[config.mk]
export PLATFORM = sky130hd
export DESIGN_NAME = iter_divider_16bit_flat
export DESIGN_NICKNAME = d
export VERILOG_FILES = /design/src/rtl/iter_divider_16bit_pkg.sv /design/src/rtl/iter_divider_16bit_if.sv /design/src/rtl/addsub_nbit.sv /design/src/rtl/iter_divider_16bit.sv /design/src/flat_wrapper.sv
export SDC_FILE = /design/constraint.sdc
export NUM_CORES = 1
export LEC_CHECK = 0
export BUFFER_PORTS_ARGS = -buffer_cell sky130_fd_sc_hd__buf_2
export CAP_MARGIN = 20
export CORE_UTILIZATION = 50
export CTS_CLUSTER_SIZE = 25
export DETAILED_ROUTE_END_ITERATION = 6
export GPL_TIMING_DRIVEN = 0
export HOLD_SLACK_MARGIN = 0.08
export PLACE_DENSITY_LB_ADDON = 0.25
export SYNTH_ARGS = -nofsm -noshare
export SYNTH_HDL_FRONTEND = slang
export SYNTH_SLANG_ARGS = --single-unit
[constraint.sdc]
create_clock -name clk -period 3.65 [get_ports clk]
set_clock_uncertainty 0.2 [all_clocks]
set_input_delay 0.1825 -clock clk [delete_from_list [all_inputs] [get_ports clk]]
set_output_delay 0.1825 -clock clk [all_outputs]
set_load 0.03 [all_outputs]
[src/rtl/iter_divider_16bit_pkg.sv]
// rtl/iter_divider_16bit_pkg.sv - shared state encoding and default width for the iterative divider
// Optional signed mode is enabled by the SIGNED_DIV_EN macro in the interface and top files.
package iter_divider_16bit_pkg;

   localparam int DIV_WIDTH_DEFAULT = 16;

   typedef enum logic [1:0] {
      IDLE  = 2'd0,
      CALC  = 2'd1,
      DZERO = 2'd2,
      FIN   = 2'd3
   } div_state_t;

endpackage

[src/rtl/iter_divider_16bit_if.sv]
// rtl/iter_divider_16bit_if.sv - start/result bundle for the iterative divider
// SIGNED_DIV_EN adds the sgn operand-mode input.
interface iter_divider_16bit_if
   import iter_divider_16bit_pkg::*;
#(
   parameter int WIDTH = DIV_WIDTH_DEFAULT
);
   logic             start;
   logic [WIDTH-1:0] dividend;
   logic [WIDTH-1:0] divisor;
   logic             busy;
   logic             done;
   logic [WIDTH-1:0] quotient;
   logic [WIDTH-1:0] remainder;
   logic             dz;
   logic             ovfl;
`ifdef SIGNED_DIV_EN
   logic             sgn;

   modport master (
      output start, dividend, divisor, sgn,
      input  busy, done, quotient, remainder, dz, ovfl
   );
   modport slave (
      input  start, dividend, divisor, sgn,
      output busy, done, quotient, remainder, dz, ovfl
   );
`else
   modport master (
      output start, dividend, divisor,
      input  busy, done, quotient, remainder, dz, ovfl
   );
   modport slave (
      input  start, dividend, divisor,
      output busy, done, quotient, remainder, dz, ovfl
   );
`endif
endinterface

[src/rtl/addsub_nbit.sv]
// rtl/addsub_nbit.sv - plain N-bit adder/subtractor used for trial subtraction and negation
module addsub_nbit #(
   parameter int WIDTH = 17
) (
   input  logic [WIDTH-1:0] a,
   input  logic [WIDTH-1:0] b,
   input  logic             sub,
   output logic [WIDTH-1:0] y
);
   assign y = sub ? (a - b) : (a + b);
endmodule

[src/rtl/iter_divider_16bit.sv]
// rtl/iter_divider_16bit.sv - restoring divider, one quotient bit per cycle, start/done handshake
// Macro SIGNED_DIV_EN: two's complement operands selected by sgn, sign fix-up in FIN.
module iter_divider_16bit
   import iter_divider_16bit_pkg::*;
#(
   parameter int WIDTH = DIV_WIDTH_DEFAULT
) (
   input  logic                clk,
   input  logic                rst,
   iter_divider_16bit_if.slave bus
);
   localparam int            CW   = $clog2(WIDTH);
   localparam logic [CW-1:0] LAST = CW'(WIDTH - 1);

   div_state_t       state, state_nxt;
   logic [CW-1:0]    count;
   logic [WIDTH-1:0] q_r, rem_r, dsr_r, dvd_r;
   logic             dz_r;
   logic [WIDTH-1:0] quo_res, rem_res, quo_fin, rem_fin;
   logic             dz_res;
   logic             accept;
   logic [WIDTH-1:0] dvd_mag, dsr_mag;
   logic [WIDTH:0]   shifted, trial_a, trial_b, trial_y;

   assign accept  = (state == IDLE) && bus.start;
   assign shifted = {rem_r, q_r[WIDTH-1]};

`ifdef SIGNED_DIV_EN
   logic           neg_q, neg_r, ovfl_c, ovfl_res, ovfl_fin;
   logic           dvd_neg, dsr_neg;
   logic [WIDTH:0] neg_rem_y;

   assign dvd_neg = bus.sgn & bus.dividend[WIDTH-1];
   assign dsr_neg = bus.sgn & bus.divisor[WIDTH-1];
   assign dvd_mag = dvd_neg ? (~bus.dividend + WIDTH'(1)) : bus.dividend;
   assign dsr_mag = dsr_neg ? (~bus.divisor + WIDTH'(1)) : bus.divisor;

   // Outside CALC the trial subtractor is idle, so FIN borrows it to negate the quotient.
   assign trial_a = (state == CALC) ? shifted : '0;
   assign trial_b = (state == CALC) ? {1'b0, dsr_r} : {1'b0, q_r};

   addsub_nbit #(.WIDTH(WIDTH + 1)) u_neg_rem (
      .a   ('0),
      .b   ({1'b0, rem_r}),
      .sub (1'b1),
      .y   (neg_rem_y)
   );
`else
   assign dvd_mag = bus.dividend;
   assign dsr_mag = bus.divisor;
   assign trial_a = shifted;
   assign trial_b = {1'b0, dsr_r};
`endif

   addsub_nbit #(.WIDTH(WIDTH + 1)) u_trial (
      .a   (trial_a),
      .b   (trial_b),
      .sub (1'b1),
      .y   (trial_y)
   );

   always_comb begin
      state_nxt = state;
      case (state)
         IDLE:    if (bus.start) state_nxt = (bus.divisor == '0) ? DZERO : CALC;
         CALC:    if (count == LAST) state_nxt = FIN;
         DZERO:   state_nxt = FIN;
         FIN:     state_nxt = IDLE;
         default: state_nxt = IDLE;
      endcase
   end

   always_comb begin
      quo_fin = q_r;
      rem_fin = rem_r;
`ifdef SIGNED_DIV_EN
      ovfl_fin = 1'b0;
`endif
      if (dz_r) begin
         quo_fin = '1;
         rem_fin = dvd_r;
      end else begin
`ifdef SIGNED_DIV_EN
         if (neg_q) quo_fin = trial_y[WIDTH-1:0];
         if (neg_r) rem_fin = neg_rem_y[WIDTH-1:0];
         ovfl_fin = ovfl_c;
`endif
      end
   end

   always_ff @(posedge clk) begin
      if (rst) begin
         state   <= IDLE;
         count   <= '0;
         q_r     <= '0;
         rem_r   <= '0;
         dsr_r   <= '0;
         dvd_r   <= '0;
         dz_r    <= 1'b0;
         quo_res <= '0;
         rem_res <= '0;
         dz_res  <= 1'b0;
`ifdef SIGNED_DIV_EN
         neg_q    <= 1'b0;
         neg_r    <= 1'b0;
         ovfl_c   <= 1'b0;
         ovfl_res <= 1'b0;
`endif
      end else begin
         state <= state_nxt;
         if (accept) begin
            q_r   <= dvd_mag;
            rem_r <= '0;
            dsr_r <= dsr_mag;
            dvd_r <= bus.dividend;
            count <= '0;
            dz_r  <= (bus.divisor == '0);
`ifdef SIGNED_DIV_EN
            neg_q  <= dvd_neg ^ dsr_neg;
            neg_r  <= dvd_neg;
            ovfl_c <= bus.sgn && (bus.dividend == {1'b1, {(WIDTH-1){1'b0}}})
                      && (bus.divisor == '1);
`endif
         end else if (state == CALC) begin
            count <= count + CW'(1);
            // A borrow out of the extended subtract means the divisor did not fit.
            rem_r <= trial_y[WIDTH] ? shifted[WIDTH-1:0] : trial_y[WIDTH-1:0];
            q_r   <= {q_r[WIDTH-2:0], ~trial_y[WIDTH]};
         end else if (state == FIN) begin
            quo_res <= quo_fin;
            rem_res <= rem_fin;
            dz_res  <= dz_r;
`ifdef SIGNED_DIV_EN
            ovfl_res <= ovfl_fin;
`endif
         end
      end
   end

   assign bus.busy      = (state == CALC) || (state == DZERO);
   assign bus.done      = (state == FIN);
   assign bus.quotient  = (state == FIN) ? quo_fin : quo_res;
   assign bus.remainder = (state == FIN) ? rem_fin : rem_res;
   assign bus.dz        = (state == FIN) ? dz_r : dz_res;
`ifdef SIGNED_DIV_EN
   assign bus.ovfl      = (state == FIN) ? ovfl_fin : ovfl_res;
`else
   assign bus.ovfl      = 1'b0;
`endif

endmodule

[src/flat_wrapper.sv]
// flat-port wrapper written by rule: the top's interface ports become plain ports
module iter_divider_16bit_flat import iter_divider_16bit_pkg::*;
#(
   parameter int WIDTH = DIV_WIDTH_DEFAULT
)
  (clk, rst, bus_start, bus_dividend, bus_divisor, bus_busy, bus_done, bus_quotient, bus_remainder, bus_dz, bus_ovfl);
  iter_divider_16bit_if #(.WIDTH(WIDTH)) bus_i ();
  input  logic clk;
  input  logic rst;
  input wire logic [$bits(bus_i.start)-1:0] bus_start;
  input wire logic [$bits(bus_i.dividend)-1:0] bus_dividend;
  input wire logic [$bits(bus_i.divisor)-1:0] bus_divisor;
  output wire logic [$bits(bus_i.busy)-1:0] bus_busy;
  output wire logic [$bits(bus_i.done)-1:0] bus_done;
  output wire logic [$bits(bus_i.quotient)-1:0] bus_quotient;
  output wire logic [$bits(bus_i.remainder)-1:0] bus_remainder;
  output wire logic [$bits(bus_i.dz)-1:0] bus_dz;
  output wire logic [$bits(bus_i.ovfl)-1:0] bus_ovfl;
  assign bus_i.start = bus_start;
  assign bus_i.dividend = bus_dividend;
  assign bus_i.divisor = bus_divisor;
  assign bus_busy = bus_i.busy;
  assign bus_done = bus_i.done;
  assign bus_quotient = bus_i.quotient;
  assign bus_remainder = bus_i.remainder;
  assign bus_dz = bus_i.dz;
  assign bus_ovfl = bus_i.ovfl;
  iter_divider_16bit #(.WIDTH(WIDTH)) u_core (.clk(clk), .rst(rst), .bus(bus_i));
endmodule
=== Yosys cells after proc, flatten, opt, wreduce, memory -nomap -nowiden ===
Cells that the tools add are included.

* Register bits after elaboration: 104
* Latch bits: 0
* Memory bits (writable): 0
* Memory bits (read-only): 0
* Input port bits: 35
* Logic and storage cells: 41
* Memories kept: 0

* $add $sub $neg: 2
* Multipliers: 0
* Divide/modulo/power cells: 0
* Magnitude comparators: 0
* Equality and inequality tests: 6
* Shift operators: 0
* Muxes and demuxes: 12
* Bitwise logic cells: 3
* Reduce and logical (&&, ||, !) cells: 8

{| class="wikitable"
|+ Operator list
! operator !! number
|-
| $mux W16 || 7
|-
| $sub A17 B16 Y17 || 1
|-
| $logic_not A16 Y1 || 1
|-
| $pmux W2 S4 || 1
|-
| $mux W2 || 3
|-
| $add A4 B1 Y4 const B || 1
|-
| $eq A2 B2 Y1 const B || 2
|-
| $eq A4 B4 Y1 const B || 1
|-
| $reduce_and A2 Y1 || 2
|-
| $not A1 Y1 || 3
|-
| $eq A2 B1 Y1 const B || 1
|-
| $logic_not A2 Y1 || 1
|-
| $ne A2 B1 Y1 const B || 1
|-
| $ne A2 B2 Y1 const B || 1
|-
| $reduce_bool A2 Y1 || 1
|-
| $reduce_or A2 Y1 || 1
|-
| $logic_and A1 B1 Y1 || 1
|-
| $logic_or A1 B1 Y1 || 1
|-
| $mux W1 || 1
|}

=== Longest topological paths before layout ===
Gate-level depths: netlist of the first run.

* Word-level depth: 4
* Gate-level depth with buffers: 12

=== Cells and area by module ===
Synthesis of the first run repeated with hierarchy kept, for this count alone.

* Cells, all modules: 738
* Area, all modules: 5883.1 sq um

{| class="wikitable"
|+ Modules (own cells, without submodules)
! module !! instances !! cells each !! area each (sq um) !! seq. area each (sq um)
|-
| iter_divider_16bit || 1 || 581 || 4754.6 || 2082.0
|-
| addsub_nbit || 1 || 157 || 1128.6 || 0.0
|}

=== Worst setup path after synthesis of the first run ===
No wires, ideal clock.

* Kind: register to register
* Start: reg u_core.q_r[15]
* End: reg u_core.rem_r[0]
* Arrival: 2.378 ns
* Data required time: 3.355 ns
* Setup slack: 0.976 ns
* Stages on the path, launching flop included: 11
* Clock period less this slack: 2.674 ns
* Cells stage by stage: dfxtp_1 > inv_1 > ha_1 > fa_1 > nand2b_1 > a21oi_2 > o21ai_1 > nor3_1 > a211oi_2 > or4b_2 > o311ai_1

* Word-level cells in the longest chain between the ends: 2

{| class="wikitable"
|+ RTL lines
! element !! line !! source
|-
| start, declared || iter_divider_16bit.sv:17 || <nowiki>logic [WIDTH-1:0] q_r, rem_r, dsr_r, dvd_r;</nowiki>
|-
| start signal, assigned || iter_divider_16bit.sv:112 || <nowiki>q_r <= dvd_mag;</nowiki>
|-
| start signal, assigned || iter_divider_16bit.sv:128 || <nowiki>q_r <= {q_r[WIDTH-2:0], ~trial_y[WIDTH]};</nowiki>
|-
| $sub A17 B16 Y17 || addsub_nbit.sv:10 || <nowiki>assign y = sub ? (a - b) : (a + b);</nowiki>
|-
| $mux W16 (*) || iter_divider_16bit.sv:127 || <nowiki>rem_r <= trial_y[WIDTH] ? shifted[WIDTH-1:0] : trial_y[WIDTH-1:0];</nowiki>
|-
| end signal, assigned || iter_divider_16bit.sv:127 ||
|-
| end, declared || iter_divider_16bit.sv:17 ||
|}

Every way passes the cells marked *; elsewhere a longest branch is shown, timed or not.
A chain may end at the register's enable or synchronous reset.

=== Final worst setup path of the first run ===
* Start: reg u_core.q_r[15]
* End: reg u_core.rem_r[1]

* Word-level cells in the longest chain between the ends: 2

{| class="wikitable"
|+ RTL lines
! element !! line
|-
| $sub A17 B16 Y17 || addsub_nbit.sv:10
|-
| $mux W16 || iter_divider_16bit.sv:127
|}

Every way passes these cells.

==> results_dict.tcl, run 1 <==
set metrics [dict create \
    globalRouteTotalUtil 0.283 \
    yosysSeqAreaShare 0.385 \
    grt_pass1_vias 5129 \
    yosysWarnings 0 \
    area_delta_synth_final_pct 18.8 \
    postCtsHoldBufs 33 \
    avgSynthCellArea_sq_um 7.55 \
    fmax_mhz 322 \
    mostFrequentLayoutCell "nand2_1" \
    final_hold_viol_count 0 \
    drt_iter0_markers 459 \
    ios 71 \
    cts_tree "built" \
    antenna_found_initial 0 \
    wirelength_microns 15500 \
    place_hpwl_microns 11500 \
    tightest_slew_ns 0.676 \
    async_reset_ff_frac 0 \
    drt-pass1-iter-count 5 \
    rows 37 \
    cts_post_setup_buffers_inserted 0 \
    synth_top_flop_cell "dfxtp_1" \
    ctsHtreeMaxLevel 3 \
    initial_core_util 0.519 \
    p_leak_nw 2.55 \
    dieArea_sq_um 11200 \
    cts.sinks 104 \
    syn_inst 716 \
    clk_pin_slew_ns 0.10 \
    ant_nets 0 \
    setup.worst_path.start_class "register" \
    crit_fanout 10 \
    grt-ovfl-total 0 \
    rsz0062_at_grt "no" \
    period_needed_ns 3.10 \
    clockRootBuffer "clkbuf_8" \
    port_buffers 69 \
    synth_nets 772 \
    relSlewSlack 0.545 \
    layout_worst_path_cycle_share 0.851 \
    report.final.slew_viol_count 0 \
    viasPerCell 5.63 \
    status "finished, final reports clean" \
    antenna_cells 0 \
    post_cts_resized 0 \
    vdd_drop_max_uv 416 \
    syn-cell-area_sq_um 5410 \
    cp-end-kind "register" \
    fin_util 0.617 \
    critPathArrivalTime_ns 3.22 \
    stdcell_count 969 \
    critPathKind "reg2reg" \
    synth-edff-count 0 \
    final.setup.tns_ns 0 \
    grt_first_pass_wirelength_microns 24900 \
    gp_congestion 0.893 \
    synth_seq_cells 104 \
    die_h_microns 106 \
    max_cap_viol_count 0 \
    numCtsBuffers 9 \
    dpl.cell_count 921 \
    setup_violations 0 \
    vias 5453 \
    hp-class "in2reg" \
    final_nets 885 \
    core_area_sq_um 10400 \
    final_layout_size_suffix_gt1_frac 0.132 \
    cp.required_ns 3.77 \
    powerDensity_nw_per_um2 825 \
    die_x_microns 106 \
    wire_per_inst_microns 16.0 \
    insertion_delay_ns 0.37 \
    post_synth_num_cell_types 47 \
    cts.path.max_buffers 2 \
    drcViolationCount 0 \
    grt_max_degree 17 \
    mostFrequentLayoutCells "nand2_1 (158), a21oi_1 (141), dfxtp_1 (104)" \
]
==> area by class of cell <==
type | count | area (sq um)
inverters | 22 | 82.6
well taps | 136 | 170
repair buffers | 102 | 676
clock inverters | 4 | 31.3
plain buffers | 49 | 218
multi-input cells | 541 | 3030
flip-flops and latches | 104 | 2080
clock buffers | 11 | 141
fillers | 954 | 3990
==> worst max-delay path, cell delays in order (launching register included) <==
cell and delay [ns]:
dfxtp_1 0.38, inv_1 0.10, ha_1 0.21, fa_1 0.40, nand2b_1 0.20, a21oi_2 0.20
o21ai_1 0.22, nor3_1 0.27, a211oi_2 0.11, buf_6 0.21, or4b_1 0.46, nand3_1 0.09
==> through the flow <==
step                      cell area [sq um]  worst slack [ns]  total power [W]  hold slack, ns
after global placement                 5920             0.615          0.00448           0.237
after global routing                   6430             0.347          0.00565           0.132
after CTS                              6430             0.556          0.00526           0.101
final                                  6430             0.545          0.00530           0.114
after detailed placement               5920             0.580          0.00457           0.242
after floorplan                        5410             0.976          0.00386           0.118
==> sequential cells by signal, indices dropped and copies added (netlist names) <==
name            cells
u_core.state        2
u_core.dvd_r       16
u_core.count        4
u_core.rem_res     16
u_core.dz_res       1
u_core.dz_r         1
u_core.quo_res     16
u_core.q_r         16
u_core.rem_r       16
u_core.dsr_r       16
==> power breakdown <==
part | internal [W] | total (W) | switching (W)
Combinational | 0.00120 | 0.00312 | 0.00191
Clock | 0.000265 | 0.000671 | 0.000406
Sequential | 0.00134 | 0.00151 | 0.000169
==> layer usage <==
layer  wire length, microns  vias up  GRT usage
met5                      0        -          0
met4                    502        0      0.138
met3                    954       41     0.0325
met2                   7370      213      0.474
met1                   6640     2560      0.362
li1                       -     2639          -
==> kinds of logic (layout without fill, tap and decap cells) <==
logic type | count (synthesis) | count (layout) | synth area share
simple gates | 271 | 271 | 0.207
compound gates | 184 | 184 | 0.183
xor+xnor | 15 | 15 | 0.0243
fa+ha+maj | 21 | 21 | 0.0500
other cells | 1 | 1 | 0.000693
flops | 104 | 104 | 0.385
buf+inv | 71 | 188 | 0.0555
mux | 49 | 49 | 0.0944
==> synth_stat cells, types with 2 or more instances <==
cell	instances	area share
a211oi_1	5	0.0069
a211oi_2	2	0.0046
a21oi_1	141	0.13
a31oi_1	3	0.0035
and3_1	2	0.0023
buf_1	9	0.0062
buf_2	2	0.0019
buf_4	2	0.0028
clkbuf_1	34	0.024
dfxtp_1	104	0.39
ha_1	20	0.046
inv_1	22	0.015
mux2_2	16	0.033
mux2i_1	33	0.061
nand2_1	158	0.11
nand2b_1	6	0.0069
nand3_1	5	0.0046
nand3b_1	3	0.0042
nand4_1	6	0.0069
nor2_1	74	0.051
nor2b_1	4	0.0046
nor3_1	3	0.0028
nor4_1	5	0.0058
o211ai_1	3	0.0042
o21ai_0	17	0.016
o21ai_1	3	0.0028
xnor2_1	7	0.011
xor2_1	8	0.013
==> path summary, 6_finish.rpt <==
path | start | end | slack (ns) | cells after the start
worst max-delay path | u_core.q_r[15]$_SDFFE_PP0N_ | u_core.rem_r[1]$_SDFFE_PP0P_ | 0.55 | 11
worst max register to register | u_core.q_r[15]$_SDFFE_PP0N_ | u_core.rem_r[1]$_SDFFE_PP0P_ | 0.55 | 11
worst min register to register | u_core.rem_res[6]$_SDFFE_PP0P_ | u_core.rem_res[6]$_SDFFE_PP0P_ | 0.26 | 2
worst min-delay path | bus_start | u_core.state[1]$_SDFFE_PP0P_ | 0.11 | 4
No activity file was read; power rests on OpenSTA's default activity.
==> run 2: changes to the inputs <==
REMOVE_ABC_BUFFERS = 1   (was unset)
==> run 2 against run 1 <==
First-iteration DRC count down 36%. Via count decreased by 8.4%. Fmax shrank 5.9%. Die area did not move. Clock power increased by 3.9%. Sequential share of layout area grew 0.13 points. Sequential power about the same.
==> results_dict.tcl, run 2 (synthesis results as in run 1) <==
set metrics [dict create \
    status "finished, final reports clean" \
    clk_pin_slew_ns 0.10 \
    slowest_delay_ns 0.66 \
    max_cap_viol_count 0 \
    setup.worst_path.start_class "register" \
    mostFrequentLayoutCell "nand2_1" \
    place_hpwl_microns 8930 \
    fin_util 0.615 \
    grt-ovfl-total 0 \
    critPathTopFamily "simple AND/OR/NAND/NOR gates" \
    final_layout_size_suffix_gt1_frac 0.149 \
    drt_iter0_markers 292 \
    rows 37 \
    powerDensity_nw_per_um2 816 \
    gp_congestion 0.910 \
    wire_per_inst_microns 13.7 \
    port_buffers 69 \
    min-delay-start "bus_start" \
    ios 71 \
    die_x_microns 106 \
    final_nets 842 \
    ctsHtreeMaxLevel 3 \
    vdd_drop_max_uv 502 \
    critPathArrivalTime_ns 3.37 \
    grt_max_degree 87 \
    antenna_cells 0 \
    cts.path.max_buffers 2 \
    drcViolationCount 0 \
    grt_pass1_vias 4801 \
    die_h_microns 106 \
    relSlewSlack 0.402 \
    wirelength_microns 12700 \
    hp-class "in2reg" \
    cp_cell_sequence "inv_1 -> ha_1 -> fa_1 -> nand2b_1 -> a21oi_2 -> o21ai_1 -> nor3_1 -> a211oi_4 -> or4b_2 -> o311ai_1" \
    clockRootBuffer "clkbuf_8" \
    period_needed_ns 3.30 \
    power_w 0.00523 \
    fmax_mhz 303 \
    antenna_found_initial 0 \
    ant_nets 0 \
    initial_core_util 0.519 \
    vias 4993 \
    p_leak_nw 2.56 \
    cts_tree "built" \
    layout_worst_path_cycle_share 0.904 \
    crit_start "u_core.q_r[15]$_SDFFE_PP0N_" \
    grt_first_pass_wirelength_microns 21800 \
    report.final.slew_viol_count 0 \
    cts.sinks 104 \
    drt-pass1-iter-count 5 \
    globalRouteTotalUtil 0.237 \
    insertion_delay_ns 0.37 \
    final_hold_viol_count 0 \
    cp.required_ns 3.72 \
    cp.buffers_inverters 1 \
    slowest_stage "or4b_2" \
    rr_startpoint "u_core.q_r[15]$_SDFFE_PP0N_" \
    area_delta_synth_final_pct 18.4 \
    critPathKind "reg2reg" \
    cp-end-kind "register" \
    core_area_sq_um 10400 \
    rsz0062_at_grt "no" \
    viasPerCell 5.39 \
    dieArea_sq_um 11200 \
    setup_violations 0 \
    mostFrequentLayoutCells "nand2_1 (157), a21oi_1 (141), dfxtp_1 (103)" \
    numCtsBuffers 9 \
    tightest_slew_ns 0.894 \
    crit_fanout 9 \
]
-- run 2: stage by stage --
step,TNS [ns],setup slack (ns),hold slack [ns],instances,instance area (sq um)
detailed placement,0,0.413,0.246,879,5890
global route,0,0.202,0.0934,927,6400
finish,0,0.352,0.117,927,6400
floorplan,0,0.425,0.0516,667,5190
global placement,-14.13,-0.342,0.239,872,5710
CTS,0,0.377,0.103,927,6400
-- run 2: tightest hold or removal path, delay by kind of cell --
kind	cells	cell delay, ns
buffers and inverters	1	0.12
AOI/OAI and AO/OA	2	0.23
and+or+nand+nor	1	0.11
-- run 2: cell type report --
class,instances,area [sq um]
clock buffers,10,138
clock inverters,6,51.3
fillers,978,4010
inverters,22,82.6
multi-input cells,541,3040
flip-flops and latches,104,2080
well taps,136,170
repair buffers,108,836
-- run 2: what timing repair did --
item                                    in CTS  in global routing
endpoints found under the setup margin       0                  0
hold endpoints to repair                    48                  0
resized for setup                            0                  0
hold buffers                                32                  0
buffers inserted                             0                  0
-- run 2: worst paths after layout --
path | to | slack [ns] | depth (start not counted)
worst max register to register | u_core.rem_r[0]$_SDFFE_PP0P_ | 0.35 | 10
worst min-delay path | u_core.state[1]$_SDFFE_PP0P_ | 0.12 | 4
worst min register to register | u_core.quo_res[7]$_SDFFE_PP0P_ | 0.26 | 2
worst max-delay path | u_core.rem_r[0]$_SDFFE_PP0P_ | 0.35 | 10
-- run 2: where the power goes --
| part | total [W] | internal [W] | switching [W] |
|---|---|---|---|
| Sequential | 0.00150 | 0.00134 | 0.000153 |
| Clock | 0.000697 | 0.000277 | 0.000420 |
| Combinational | 0.00303 | 0.00123 | 0.00180 |
-- run 2: metal layers --
| layer | track usage | share of wire | up-vias |
|---|---|---|---|
| met1 | 0.292 | 0.45 | 2332 |
| met4 | 0.0565 | 0.0092 | 0 |
| met5 | 0 | 0 | - |
| met3 | 0.0448 | 0.041 | 9 |
| met2 | 0.426 | 0.50 | 94 |
| li1 | - | - | 2558 |
